[config.mk]
export PLATFORM = sky130hd
export DESIGN_NAME = bit_mem_ctrl
export DESIGN_NICKNAME = d
export VERILOG_FILES = /design/src/rtl/bit_mem_pkg.sv /design/src/rtl/bit_mem_ctrl_rr_arbiter.sv /design/src/rtl/bit_mem_ctrl.sv
export SDC_FILE = /design/constraint.sdc
export NUM_CORES = 1
export LEC_CHECK = 0
export ABC_AREA = 0
export BUFFER_PORTS_ARGS = -buffer_cell sky130_fd_sc_hd__buf_4
export CAP_MARGIN = 20
export CORE_MARGIN = 2
export CORE_UTILIZATION = 44
export CTS_CLUSTER_DIAMETER = 150
export DETAILED_ROUTE_END_ITERATION = 7
export PLACE_DENSITY = 0.77
export SYNTH_ARGS = -nofsm -noshare
export SYNTH_HDL_FRONTEND = slang
export SYNTH_SLANG_ARGS = --single-unit
[constraint.sdc]
create_clock -name clk -period 1.75 [get_ports clk]
set_input_delay 0 -clock clk [delete_from_list [all_inputs] [get_ports clk]]
set_output_delay 0 -clock clk [all_outputs]
set_load 0.02 [all_outputs]
[src/rtl/bit_mem_pkg.sv]
// Shared constants and types for the bit memory controller and its arbiter.
package bit_mem_pkg;

    localparam int DEF_ADDR_W = 5;
    localparam int DEF_DEPTH  = 1 << DEF_ADDR_W;
    localparam int DEF_NREQ   = 2;

    typedef enum logic {
        INIT  = 1'b0,
        SERVE = 1'b1
    } state_t;

    typedef struct packed {
        logic                  we;
        logic [DEF_ADDR_W-1:0] addr;
        logic                  wdata;
    } req_t;

endpackage

[src/rtl/bit_mem_ctrl_rr_arbiter.sv]
// Combinational round-robin arbiter: first active request after ptr wins.
module rr_arbiter
    import bit_mem_pkg::*;
#(
    parameter int NREQ  = DEF_NREQ,
    parameter int IDX_W = $clog2(NREQ)
) (
    input  logic [NREQ-1:0]  req,
    input  logic [IDX_W-1:0] ptr,
    output logic [NREQ-1:0]  gnt,
    output logic [IDX_W-1:0] gnt_idx
);

    // Scan offsets from farthest to nearest so the nearest active request overrides.
    always_comb begin
        gnt     = '0;
        gnt_idx = '0;
        for (int k = NREQ; k >= 1; k--) begin
            for (int j = 0; j < NREQ; j++) begin
                if (req[j] && (j == (int'(ptr) + k) % NREQ)) begin
                    gnt     = '0;
                    gnt[j]  = 1'b1;
                    gnt_idx = IDX_W'(j);
                end
            end
        end
    end

endmodule

[src/rtl/bit_mem_ctrl.sv]
// Owns the single port of a bit memory: clears it after reset, then serves
// one round-robin-arbitrated request per cycle with a registered response.
//
// state | meaning
// INIT  | writing 0 to every address, requests held off
// SERVE | arbitrating requests, one access per cycle
module bit_mem_ctrl
    import bit_mem_pkg::*;
#(
    parameter int ADDR_W = DEF_ADDR_W,
    parameter int DEPTH  = 1 << ADDR_W,
    parameter int NREQ   = DEF_NREQ
) (
    input  logic                   clk,
    input  logic                   rst,
    input  logic [NREQ-1:0]        req_valid,
    output logic [NREQ-1:0]        req_ready,
    input  logic [NREQ-1:0]        req_we,
    input  logic [NREQ*ADDR_W-1:0] req_addr,
    input  logic [NREQ-1:0]        req_wdata,
    output logic [NREQ-1:0]        rsp_valid,
    output logic                   rsp_rdata,
    output logic                   init_done,
    output logic                   mem_we,
    output logic [ADDR_W-1:0]      mem_addr,
    output logic                   mem_wdata,
    input  logic                   mem_rdata
);

    localparam int IDX_W = $clog2(NREQ);

    state_t            state, state_nxt;
    logic [ADDR_W-1:0] clr_cnt;
    logic [IDX_W-1:0]  rr_ptr;
    logic [NREQ-1:0]   gnt;
    logic [IDX_W-1:0]  gnt_idx;
    logic              clr_last;
    logic              accept;
    logic              sel_we;
    logic              sel_wdata;
    logic [ADDR_W-1:0] sel_addr;

    rr_arbiter #(
        .NREQ  (NREQ),
        .IDX_W (IDX_W)
    ) u_arb (
        .req     (req_valid),
        .ptr     (rr_ptr),
        .gnt     (gnt),
        .gnt_idx (gnt_idx)
    );

    always_comb begin
        sel_we    = 1'b0;
        sel_wdata = 1'b0;
        sel_addr  = '0;
        for (int j = 0; j < NREQ; j++) begin
            if (j == int'(gnt_idx)) begin
                sel_we    = req_we[j];
                sel_wdata = req_wdata[j];
                sel_addr  = req_addr[j*ADDR_W +: ADDR_W];
            end
        end
    end

    assign clr_last = (clr_cnt == ADDR_W'(DEPTH - 1));
    assign accept   = (state == SERVE) && (|req_valid);

    always_ff @(posedge clk or posedge rst) begin
        if (rst) state <= INIT;
        else     state <= state_nxt;
    end

    always_comb begin
        state_nxt = state;
        case (state)
            INIT:    if (clr_last) state_nxt = SERVE;
            SERVE:   state_nxt = SERVE;
            default: state_nxt = INIT;
        endcase
    end

    // Outputs are forced quiet while reset is held, even though state is already INIT.
    always_comb begin
        req_ready = '0;
        mem_we    = 1'b0;
        mem_addr  = '0;
        mem_wdata = 1'b0;
        if (!rst) begin
            case (state)
                INIT: begin
                    mem_we   = 1'b1;
                    mem_addr = clr_cnt;
                end
                SERVE: begin
                    if (|req_valid) begin
                        req_ready = gnt;
                        mem_we    = sel_we;
                        mem_addr  = sel_addr;
                        mem_wdata = sel_wdata;
                    end
                end
                default: ;
            endcase
        end
    end

    always_ff @(posedge clk or posedge rst) begin
        if (rst) begin
            clr_cnt   <= '0;
            rr_ptr    <= IDX_W'(NREQ - 1);
            rsp_valid <= '0;
            rsp_rdata <= 1'b0;
            init_done <= 1'b0;
        end else begin
            rsp_valid <= '0;
            if (state == INIT) begin
                clr_cnt <= clr_cnt + 1'b1;
                if (clr_last) init_done <= 1'b1;
            end
            if (accept) begin
                rr_ptr    <= gnt_idx;
                rsp_valid <= gnt;
                rsp_rdata <= mem_rdata;
            end
        end
    end

endmodule

==> results.toml <==
[worst_setup_path]
worstPathArrival_ns = 1.59
required_ns = 1.75
end_kind = "output pin"
worstReg2RegEnd = "clr_cnt[4]"
start_kind = "flip-flop"
worstSetupPathType = "flip-flop to output pin"
r2r-start = "clr_cnt[0]"
path_max_fanout = 7
rrSetupSlack_ns = 0.30
reg2reg_depth = 4

[power]
power_density_nw_per_um2 = 604.6
leakagePower_nw = 0.4865
power_mw = 0.6037
ir_worst_vdd_v = 0.0005289

[die]
die_h_um = 43.08
dieArea_um2 = 1855
rows = 14
start_util_pct = 45.66
dieWidth_um = 43.08
core_um2 = 1471
ioPinCount = 32

[clock_network]
cts_buffer_depth = 2
clkLatencyLatePin_ns = 0.26
cts_setup_buffers = 0
numCtsBuffers = 3
cts_root_buffer = "clkbuf_4"
h-tree-depth = 1
cts_tree = "built"
path_clk_slew_ns = 0.07
cts_num_sinks = 11

[route]
antenna_left = 0
via_per_inst = 5.110
wl_met1_um = 650
drt_first_pass_iters = 4
wl_met2_um = 718
drc_errors = 0
wl_met3_um = 81
vias = 603
highest_layer = "met4"
wl_per_cell_um = 12.34
drt-initial-drc-count = 4
drt_wl_total_um = 1456

[sta]
slew_headroom_pct = 70.99
slew_viol_final = 0
finalSetupViolations = 0
fin_tns_setup_ns = 0
hold_slack_ns = 0.04552
fmax_mhz = 628.1
finalCritPeriodShare_pct = 90.97
finalCriticalPeriod_ns = 1.592
hold_violations = 0
rsz0062_at_grt = "false"
skew_ns = 0.0006649
worst_slew_pin_slew_ns = 0.4322

[outcome]
status = "finished clean"

[placed_design]
port_buffers = 31
place.gp.congestion = 0.7300
hpwlAfterDp_um = 1106
dp_cells = 110

[synthesis]
synth_fp_nets = 84
syn_inst = 63
synth_seq_area_share_pct = 41.15
yosys_register_bits = 11
synthTopCellsByArea = "dfrtp_1 (37%), a21boi_2 (6.7%), a221oi_1 (6.5%), nand2b_1 (5.6%), nand2b_2 (5.2%)"
synth_area_um2 = 671.9
yosysTopAreaCell = "dfrtp_1"
yosysUniqueCellTypes = 26
syn_avg_cell_area_um2 = 10.66
synthDominantCellAreaShare_pct = 37.24
yosys_warnings = 0

[grt]
grt-ovfl-total = 0
antenna_found_initial = 0
grt_max_degree = 15
grt_pass1_wl_um = 2553
grt_pass1_vias = 610
track_usage_pct = 17.95

[layout]
drive_above_1_share_pct = 50.98
stdcell_count = 118
syn2layout_area_growth_pct = 48.60
nNetsFinal = 124
antenna_cells = 0
fill_cells = 126

[hold_path]
hold_path_depth = 3
worstHoldEndpoint = "rsp_valid[0]"
min_path_type = "input port to flip-flop"
min_from = "req_valid[0]"

[run]
cap_violations = 0
[cells in the final DEF, fill, tap and decap left out, types with 3 or more instances in the layout]
cell	synthesis	layout
buf_4	0	33
dfrtp_1	10	10
nand2b_1	6	6
a221oi_1	5	5
nand2b_2	4	4
a21boi_2	4	4
mux2_2	3	3
nand2_1	3	3
xnor2_1	3	3
nor2_1	3	3
clkbuf_4	0	3
dlygate4sd3_1	0	3
[worst max-delay path, stage by stage, from the launching register on]
cell and delay (ns):
dfstp_2 0.59, a21boi_2 0.11, nand2b_2 0.18, a221oi_1 0.25, buf_4 0.19
[timing repair]
| action | CTS | global route |
|---|---|---|
| gates resized for setup | 0 | 1 |
| endpoints found under the setup margin | 0 | 5 |
| hold endpoints to repair | 12 | 0 |
| hold buffers | 3 | 0 |
[flip-flops by register name, summed over array words and instances (netlist names)]
register / count
rr_ptr: 1
state: 1
init_done: 1
rsp_rdata: 1
clr_cnt: 5
rsp_valid: 2
[metrics by stage]
step	area, um^2	worst slack [ns]	util (%)
final	998.5	0.1580	67.86
after detailed placement	923.4	0.2995	62.76
after floorplan	671.9	0.2804	-
after global routing	998.5	0.008453	67.86
after CTS	979.7	0.003268	66.58
after global placement	923.4	0.3088	62.76
[Yosys cell counts, drive strengths merged]
| library cell | n |
|---|---|
| a21boi | 6 |
| a21o | 1 |
| a21oi | 2 |
| a221oi | 5 |
| a31oi | 1 |
| a32oi | 2 |
| and2 | 1 |
| and3 | 2 |
| buf | 2 |
| dfrtp | 10 |
| dfstp | 1 |
| ha | 2 |
| inv | 2 |
| mux2 | 3 |
| nand2 | 3 |
| nand2b | 10 |
| nand4 | 1 |
| nor2 | 3 |
| o21ai | 1 |
| or2 | 1 |
| or2b | 1 |
| xnor2 | 3 |
[report_power, final]
| group | internal (mW) | total (mW) | switching [mW] |
|---|---|---|---|
| Clock | 0.0880 | 0.166 | 0.0781 |
| Combinational | 0.0863 | 0.163 | 0.0765 |
| Sequential | 0.266 | 0.275 | 0.00844 |
| Total | 0.441 | 0.604 | 0.163 |
[layer usage]
layer / track usage [%] / vias to the layer above
li1: - / 314
met2: 31.21 / 18
met4: 7.273 / 0
met5: 0 / -
met3: 1.277 / 2
met1: 22.91 / 269
[logic make-up (layout without fill, tap and decap cells)]
group | count (synthesis) | count (layout) | synth area share, %
AOI/OAI and AO/OA | 18 | 19 | 22.35
DFF | 11 | 11 | 41.16
adders and majority gates | 2 | 2 | 3.724
and+or+nand+nor | 22 | 22 | 20.30
muxes | 3 | 3 | 5.028
xor gates and xnor gates | 3 | 3 | 3.911
buffers and inverters | 4 | 42 | 3.538
[area by class of cell]
type,instances,area [um^2],area share (%)
timing repair buffer,36,277.8,27.82
clock buffer,4,26.28,2.632
tap,16,20.02,2.005
inverter,2,7.507,0.7519
multi-input combinational,49,390.4,39.10
sequential,11,276.5,27.69
[worst max-delay path by stage]
stage / start / endpoint / depth (start not counted)
floorplan: rr_ptr / mem_addr[0] / 4
global placement: rr_ptr / mem_addr[0] / 4
detailed placement: rr_ptr / mem_addr[0] / 4
CTS: rr_ptr / mem_addr[0] / 4
global route: state / mem_addr[1] / 4
finish: rr_ptr / mem_addr[2] / 4
Note: power is estimated with default switching activity, not from simulation.
